--- config.mk ---
export PLATFORM = sky130hd
export DESIGN_NAME = rv_instr_encoder_flat
export DESIGN_NICKNAME = d
export VERILOG_FILES = /design/src/rtl/rv_instr_encoder_if.sv /design/src/rtl/rv_instr_encoder.sv /design/src/flat_wrapper.sv
export SDC_FILE = /design/constraint.sdc
export NUM_CORES = 1
export LEC_CHECK = 0
export BUFFER_PORTS_ARGS = -buffer_cell sky130_fd_sc_hd__buf_2
export CORE_MARGIN = 4
export CORE_UTILIZATION = 50
export CTS_CLUSTER_SIZE = 24
export DETAILED_ROUTE_END_ITERATION = 16
export GPL_ROUTABILITY_DRIVEN = 0
export GPL_TIMING_DRIVEN = 0
export PLACE_DENSITY = 0.77
export SYNTH_ARGS = -nofsm -noshare
export SYNTH_HDL_FRONTEND = slang
export SYNTH_SLANG_ARGS = --single-unit
--- constraint.sdc ---
create_clock -name clk -period 10.7 [get_ports clk]
set_input_delay 2.14 -clock clk [delete_from_list [all_inputs] [get_ports clk]]
set_output_delay 2.14 -clock clk [all_outputs]
set_load 0.005 [all_outputs]
--- src/rtl/rv_instr_encoder_if.sv ---
// Request/response bundle for rv_instr_encoder: valid/ready request with instruction fields,
// valid/ready response carrying the encoded word and its status flags.
interface rv_instr_encoder_if;
  logic        in_valid;
  logic        in_ready;
  logic [3:0]  in_kind;
  logic [4:0]  in_rd;
  logic [4:0]  in_rs1;
  logic [4:0]  in_rs2;
  logic [31:0] in_imm;
  logic        out_valid;
  logic        out_ready;
  logic [31:0] out_instr;
  logic        out_illegal;
  logic        out_err;

  modport master (
    output in_valid, in_kind, in_rd, in_rs1, in_rs2, in_imm, out_ready,
    input  in_ready, out_valid, out_instr, out_illegal, out_err
  );

  modport slave (
    input  in_valid, in_kind, in_rd, in_rs1, in_rs2, in_imm, out_ready,
    output in_ready, out_valid, out_instr, out_illegal, out_err
  );
endinterface

--- src/rtl/rv_instr_encoder.sv ---
// Streaming RV32I instruction encoder with a 2-entry output buffer.
// Optional immediate range checking is built when RV_ENC_IMM_CHECK_EN is defined.
module rv_instr_encoder #(
  parameter int unsigned COUNT_W = 16
) (
  input  logic               clk,
  input  logic               reset,
  rv_instr_encoder_if.slave  bus,
  output logic [COUNT_W-1:0] enc_count
);

  localparam logic [3:0] KindLw   = 4'd0;
  localparam logic [3:0] KindSw   = 4'd1;
  localparam logic [3:0] KindAdd  = 4'd2;
  localparam logic [3:0] KindSub  = 4'd3;
  localparam logic [3:0] KindAddi = 4'd4;
  localparam logic [3:0] KindBeq  = 4'd5;
  localparam logic [3:0] KindJal  = 4'd6;
  localparam logic [3:0] KindJalr = 4'd7;
  localparam logic [3:0] KindLui  = 4'd8;

  logic [31:0] imm;
  logic [4:0]  rd, rs1, rs2;
  logic [31:0] enc_instr;
  logic        enc_illegal;
  logic        enc_err;

  assign imm = bus.in_imm;
  assign rd  = bus.in_rd;
  assign rs1 = bus.in_rs1;
  assign rs2 = bus.in_rs2;

  always_comb begin
    enc_instr   = 32'h0000_0013;
    enc_illegal = 1'b0;
    case (bus.in_kind)
      KindLw:   enc_instr = {imm[11:0], rs1, 3'b010, rd, 7'b0000011};
      KindSw:   enc_instr = {imm[11:5], rs2, rs1, 3'b010, imm[4:0], 7'b0100011};
      KindAdd:  enc_instr = {7'b0000000, rs2, rs1, 3'b000, rd, 7'b0110011};
      KindSub:  enc_instr = {7'b0100000, rs2, rs1, 3'b000, rd, 7'b0110011};
      KindAddi: enc_instr = {imm[11:0], rs1, 3'b000, rd, 7'b0010011};
      KindBeq:  enc_instr = {imm[12], imm[10:5], rs2, rs1, 3'b000, imm[4:1], imm[11], 7'b1100011};
      KindJal:  enc_instr = {imm[20], imm[10:1], imm[11], imm[19:12], rd, 7'b1101111};
      KindJalr: enc_instr = {imm[11:0], rs1, 3'b000, rd, 7'b1100111};
      KindLui:  enc_instr = {imm[19:0], rd, 7'b0110111};
      default:  enc_illegal = 1'b1;
    endcase
  end

`ifdef RV_ENC_IMM_CHECK_EN
  logic fits_i, fits_b, fits_j, fits_u;

  // Sign-extension checks: every bit above the field's top bit must equal it.
  assign fits_i = (imm[31:11] == {21{imm[11]}});
  assign fits_b = (imm[31:12] == {20{imm[12]}}) && !imm[0];
  assign fits_j = (imm[31:20] == {12{imm[20]}}) && !imm[0];
  assign fits_u = (imm[31:20] == 12'h000);

  always_comb begin
    enc_err = 1'b0;
    case (bus.in_kind)
      KindLw, KindSw, KindAddi, KindJalr: enc_err = !fits_i;
      KindBeq:                            enc_err = !fits_b;
      KindJal:                            enc_err = !fits_j;
      KindLui:                            enc_err = !fits_u;
      default:                            enc_err = 1'b0;
    endcase
  end
`else
  logic unused_imm;
  assign unused_imm = ^imm[31:21];
  assign enc_err    = 1'b0;
`endif

  logic [31:0]        instr_q   [2];
  logic               illegal_q [2];
  logic               err_q     [2];
  logic [1:0]         count_q, count_d;
  logic               rd_ptr_q, wr_ptr_q;
  logic [COUNT_W-1:0] enc_count_q;
  logic               push, pop;

  assign bus.in_ready  = (count_q != 2'd2);
  assign bus.out_valid = (count_q != 2'd0);
  assign push          = bus.in_valid && bus.in_ready;
  assign pop           = bus.out_valid && bus.out_ready;

  always_comb begin
    count_d = count_q;
    if (push && !pop) begin
      count_d = count_q + 2'd1;
    end else if (pop && !push) begin
      count_d = count_q - 2'd1;
    end
  end

  always_ff @(posedge clk) begin
    if (reset) begin
      count_q     <= 2'd0;
      rd_ptr_q    <= 1'b0;
      wr_ptr_q    <= 1'b0;
      enc_count_q <= '0;
    end else begin
      count_q <= count_d;
      if (push) begin
        instr_q[wr_ptr_q]   <= enc_instr;
        illegal_q[wr_ptr_q] <= enc_illegal;
        err_q[wr_ptr_q]     <= enc_err;
        wr_ptr_q            <= ~wr_ptr_q;
      end
      if (pop) begin
        rd_ptr_q    <= ~rd_ptr_q;
        enc_count_q <= enc_count_q + COUNT_W'(1);
      end
    end
  end

  // Gate the head fields so stale slots never show while the buffer is empty.
  assign bus.out_instr   = bus.out_valid ? instr_q[rd_ptr_q] : 32'h0000_0000;
  assign bus.out_illegal = bus.out_valid && illegal_q[rd_ptr_q];
  assign bus.out_err     = bus.out_valid && err_q[rd_ptr_q];
  assign enc_count       = enc_count_q;

endmodule

--- src/flat_wrapper.sv ---
// flat-port wrapper written by rule: the top's interface ports become plain ports
module rv_instr_encoder_flat 
#(
  parameter int unsigned COUNT_W = 16
)
  (clk, reset, enc_count, bus_in_valid, bus_in_kind, bus_in_rd, bus_in_rs1, bus_in_rs2, bus_in_imm, bus_out_ready, bus_in_ready, bus_out_valid, bus_out_instr, bus_out_illegal, bus_out_err);
  rv_instr_encoder_if bus_i ();
  input  logic clk;
  input  logic reset;
  output logic [COUNT_W-1:0] enc_count;
  input wire logic [$bits(bus_i.in_valid)-1:0] bus_in_valid;
  input wire logic [$bits(bus_i.in_kind)-1:0] bus_in_kind;
  input wire logic [$bits(bus_i.in_rd)-1:0] bus_in_rd;
  input wire logic [$bits(bus_i.in_rs1)-1:0] bus_in_rs1;
  input wire logic [$bits(bus_i.in_rs2)-1:0] bus_in_rs2;
  input wire logic [$bits(bus_i.in_imm)-1:0] bus_in_imm;
  input wire logic [$bits(bus_i.out_ready)-1:0] bus_out_ready;
  output wire logic [$bits(bus_i.in_ready)-1:0] bus_in_ready;
  output wire logic [$bits(bus_i.out_valid)-1:0] bus_out_valid;
  output wire logic [$bits(bus_i.out_instr)-1:0] bus_out_instr;
  output wire logic [$bits(bus_i.out_illegal)-1:0] bus_out_illegal;
  output wire logic [$bits(bus_i.out_err)-1:0] bus_out_err;
  assign bus_i.in_valid = bus_in_valid;
  assign bus_i.in_kind = bus_in_kind;
  assign bus_i.in_rd = bus_in_rd;
  assign bus_i.in_rs1 = bus_in_rs1;
  assign bus_i.in_rs2 = bus_in_rs2;
  assign bus_i.in_imm = bus_in_imm;
  assign bus_i.out_ready = bus_out_ready;
  assign bus_in_ready = bus_i.in_ready;
  assign bus_out_valid = bus_i.out_valid;
  assign bus_out_instr = bus_i.out_instr;
  assign bus_out_illegal = bus_i.out_illegal;
  assign bus_out_err = bus_i.out_err;
  rv_instr_encoder #(.COUNT_W(COUNT_W)) u_core (.clk(clk), .reset(reset), .bus(bus_i), .enc_count(enc_count));
endmodule
Yosys cells after proc, flatten, opt, wreduce, memory -nomap -nowiden
Memory sizes are Yosys's and may differ from the RTL's. A register that Yosys moved wholly into a read port is not among the register bits.
Cells that the tools add are included.

operators by class
  add/sub/neg operators = 3
  eq/ne operators = 9
  mux-type cells = 12
  bitwise logic cells = 2
  reduce and logical (&&, ||, !) cells = 12

operators with widths
  operator                   count
  $pmux 32 s9                1
  $mux 32                    1
  $add 16x1->16 const B      1
  $eq 4x3->1 const B         4
  $reduce_or 9->1            1
  $eq 4x2->1 const B         2
  $mux 1                     8
  $logic_and 1x1->1          5
  $eq 4x1->1 const B         1
  $eq 4x4->1 const B         1
  $logic_not 4->1            1
  $mux 2                     2
  $reduce_bool 2->1          2
  $add 2x1->2 const B        1
  $logic_not 1->1            2
  $ne 2x2->1 const B         1
  $not 1->1                  2
  $sub 2x1->2 const B        1
  $logic_and 1x1->1 const B  1

storage, ports and cells
  register bits = 20
  memory bits (writable) = 66
  bits of input ports = 55
  output and inout port bits = 52
  word-level logic and storage cells = 44
  memories = 2

memories
  name              depth  bits a word  read ports  clocked after Yosys merged registers in  wr ports  RTL line                text
  u_core.instr_q    2      32           1           1                                        1         rv_instr_encoder.sv:75  logic [31:0] instr_q [2];
  u_core.illegal_q  2      1            1           1                                        1         rv_instr_encoder.sv:76  logic illegal_q [2];

Longest topological paths before layout
  depth after elaboration = 6
  gate-level depth with buffers = 7
  gate-level depth less buffers = 7

Worst setup path before layout
Ideal clock, no wire load.

  path type = input -> register
  start point = input bus_in_valid
  end point = memory u_core.illegal_q[1] (enable)
  library setup time = 0.465 ns
  arrival time = 4.562 ns
  required time = 10.235 ns
  setup slack = 5.673 ns
  cell stages on the path = 2
  cell sequence = nand2_1 -> nor3b_1

between the ends
  word-level cells in the longest chain between the ends = 4

RTL lines
  item                  RTL line                text
  start, declared       flat_wrapper.sv:11      input wire logic [$bits(bus_i.in_valid)-1:0] bus_in_valid;
  $logic_and 1x1->1     rv_instr_encoder.sv:85  assign push = bus.in_valid && bus.in_ready;
  $mux 1 (3 in series)  --
  end, declared         rv_instr_encoder.sv:76

No other way between the ends.

==> results.py <==
metrics = {
    "floorplan": {
        "start_util": 0.527,
        "rows": 31,
        "top_level_ports": 107,
        "die_h_um": 96.3,
        "dieArea_um2": 9280,
        "core_um2": 7410,
        "die_w_um": 96.3,
    },
    "routing": {
        "drcViolationCount": 0,
        "drt_first_iter_violations": 187,
        "dr.pass1.iters": 6,
        "finalWirelength_mm": 9.16,
        "ant_nets": 0,
        "vias": 3104,
        "post_drt_wl_per_cell_um": 16.2,
        "viasPerCell": 5.50,
    },
    "critical_path": {
        "reg2reg_to": "u_core.instr_q[1][11]",
        "cp_max_fo": 10,
        "worstPathCellList": "clkbuf_1 -> clkbuf_1 -> mux2i_1 -> nor2_1 -> buf_2",
        "crit_path_start_kind": "flip-flop",
        "crit_path_end_kind": "output pin",
        "rrSetupSlack_ns": 8.63,
        "cp.required_ns": 8.56,
        "cp_top_family": "buffers and inverters",
        "path_class": "reg -> out",
        "arrival_ns": 2.03,
        "cp_common_cell": "clkbuf_1",
        "worst-path-buf-inv": 3,
        "rr_startpoint": "u_core.count_q[0]",
        "slowest_delay_ns": 0.66,
        "r2r_cells": 4,
        "cpMaxStageDelayCell": "clkbuf_1",
    },
    "synthesis": {
        "synth-simple-area-share": 0.136,
        "synthArstFlopShare": 0,
        "yosysMostFrequentCell": "edfxtp_1",
        "netlist_top_cells_area": "edfxtp_1, dfxtp_1, mux2i_1",
        "yosys-top-cells-count": "edfxtp_1, nor2_1, mux2i_1",
        "ys_types": 42,
        "netlist_area_um2": 3900,
        "synth_top_area_share": 0.477,
        "yosysWarnings": 0,
        "seq_area_frac_synth": 0.585,
        "synth_top_family_by_area": "simple AND/OR/NAND/NOR gates",
        "synth-edff-count": 62,
        "synth_largest_area_cell": "edfxtp_1",
        "synth_ff_type": "edfxtp_1",
        "synth-seq-cells": 83,
        "synth_compound_area_frac": 0.106,
        "synthesis.nets": 408,
        "avgSynthCellArea_um2": 11.1,
        "synth_mux_area_frac": 0.0949,
        "synth_xor_area_frac": 0.0292,
        "syn_inst": 351,
        "synthAdderAreaFrac": 0.00641,
    },
    "timing": {
        "drv_slew": 0,
        "setup-violations-final": 0,
        "whs_ns": 0.486,
        "rsz0062_at_grt": "no",
        "worstMarginPinSlew_ns": 0.952,
        "timing.final.crit_period_ns": 4.17,
        "fin_tns_setup_ns": 0,
        "fmax_ghz": 0.240,
        "relSlewSlack": 0.362,
        "finalHoldViolCount": 0,
        "fin_crit_sh": 0.390,
        "fin_skew_ns": 0.00807,
    },
    "job": {
        "max_cap_violations": 0,
    },
    "placed_design": {
        "dp_hpwl_mm": 6.73,
        "place_inst": 548,
        "io_buffers": 94,
    },
    "cts": {
        "cts_buffer_depth": 2,
        "cts_buffers": 9,
        "clk_latency_ns": 0.34,
        "h-tree-depth": 3,
        "clkSinkCount": 83,
        "cts_resized": 0,
        "cts_root_buf": "clkbuf_8",
        "post_cts_buffers": 0,
        "tritoncts": "yes",
        "clkTransAtPathRegs_ns": 0.08,
        "hold_buffers": 0,
    },
    "global_routing": {
        "antenna_found_initial": 0,
        "grt_overflow": 0,
        "grt_pass1_vias": 2874,
        "track_usage": 0.202,
        "grt_max_degree": 15,
        "grt_pass1_wl_mm": 14.0,
    },
    "power_and_ir_drop": {
        "ir_worst_vdd_uv": 116,
        "leakage_nw": 1.91,
        "p_total_uw": 912,
        "cellPowerDensity_nw_per_um2": 191,
    },
    "layout": {
        "final_cells": 564,
        "fin_nets": 517,
        "drive_gt1_frac": 0.260,
        "syn_to_final_growth_pct": 22.3,
        "antennaDiodeCount": 0,
    },
    "min_path": {
        "whs_endpoint": "u_core.enc_count[15]",
        "min_from": "u_core.enc_count[15]",
        "hold_class": "reg -> reg",
        "hold_depth": 2,
    },
    "outcome": {
        "outcome": "finished clean",
    },
}
==> placed cells by master, fill, tap and decap left out, types with 2 or more instances in the layout <==
cell,n
a21oi_1,12
buf_4,3
and4_1,2
edfxtp_1,62
a22oi_1,7
and3_1,2
xor2_1,9
xnor2_1,4
nor2_1,50
or3_1,3
o31ai_1,5
or4_1,4
dfxtp_1,21
ha_1,2
nand4_1,4
clkbuf_1,19
buf_6,6
nor3_1,3
o22ai_1,3
mux2i_1,37
nand3_1,6
nand2b_1,2
inv_1,12
nand2_1,26
clkbuf_8,11
clkbuf_16,2
o21ai_0,20
buf_2,94
nor2b_1,9
a22o_1,2
a222oi_1,5
==> registers in the layout (all words and copies together) (netlist names), named ones only <==
register,count
u_core.rd_ptr_q,1
u_core.instr_q,60
u_core.wr_ptr_q,1
u_core.enc_count,16
u_core.illegal_q,2
u_core.count_q,2
==> cells by family after synthesis <==
| logic type | count (synthesis) |
|---|---|
| AND/OR/NAND/NOR | 115 |
| AO/OA/AOI/OAI | 64 |
| buffers and inverters | 36 |
| XOR/XNOR | 13 |
| multiplexers | 37 |
| other | 1 |
| flip-flops | 83 |
| adder cells (fa/ha/maj) | 2 |
==> area by class of cell <==
class / instances / area, um2
clock inverters: 2 / 13.8
multi-input cells: 232 / 1470
flip-flops and latches: 83 / 2280
plain buffers: 23 / 113
inverters: 13 / 51.3
fillers: 579 / 2640
repair buffers: 98 / 515
well taps: 99 / 124
clock buffers: 14 / 205
==> power breakdown <==
| group | switching [mW] | internal, mW | leakage [nW] |
|---|---|---|---|
| registers | 0.0137 | 0.380 | 0.748 |
| logic | 0.161 | 0.123 | 1.05 |
| clock network | 0.110 | 0.126 | 0.113 |
| total | 0.284 | 0.628 | 1.91 |
==> worst min-delay path, cell delays in order (launching register included) <==
cell and delay [ns]:
dfxtp_1 0.32, o31ai_1 0.06, a21oi_1 0.06
==> per-layer routing <==
layer  up-vias  share of wire  track usage  wire length [um]
li1       1487              -            -                 -
met1      1452           0.41        0.266              3790
met2       155           0.48        0.328              4410
met3        10          0.094       0.0555               861
met4         0         0.0099       0.0549                91
met5         -              0            0                 0
==> how the worst max path moves through the flow <==
stage                                       end            from  cells past startpoint
final                         bus_out_instr[20]       flip-flop                      5
after global routing          bus_out_instr[20]       flip-flop                      5
after CTS                     bus_out_instr[20]       flip-flop                      5
after detailed placement  u_core.instr_q[1][20]  bus_in_kind[2]                      7
after global placement     u_core.instr_q[1][9]    bus_in_valid                      3
after floorplan             u_core.illegal_q[1]    bus_in_valid                      2
==> per-stage QoR <==
step | setup slack (ns) | utilization | instance area (um2)
6_report | 6.53 | 0.644 | 4770
5_1_grt | 6.38 | 0.644 | 4770
4_1_cts | 6.52 | 0.644 | 4770
3_5_place_dp | 6.84 | 0.614 | 4550
3_3_place_gp | 4.41 | 0.607 | 4500
2_1_floorplan | 5.67 | - | 3900
Power figures use the tool's default switching activity.
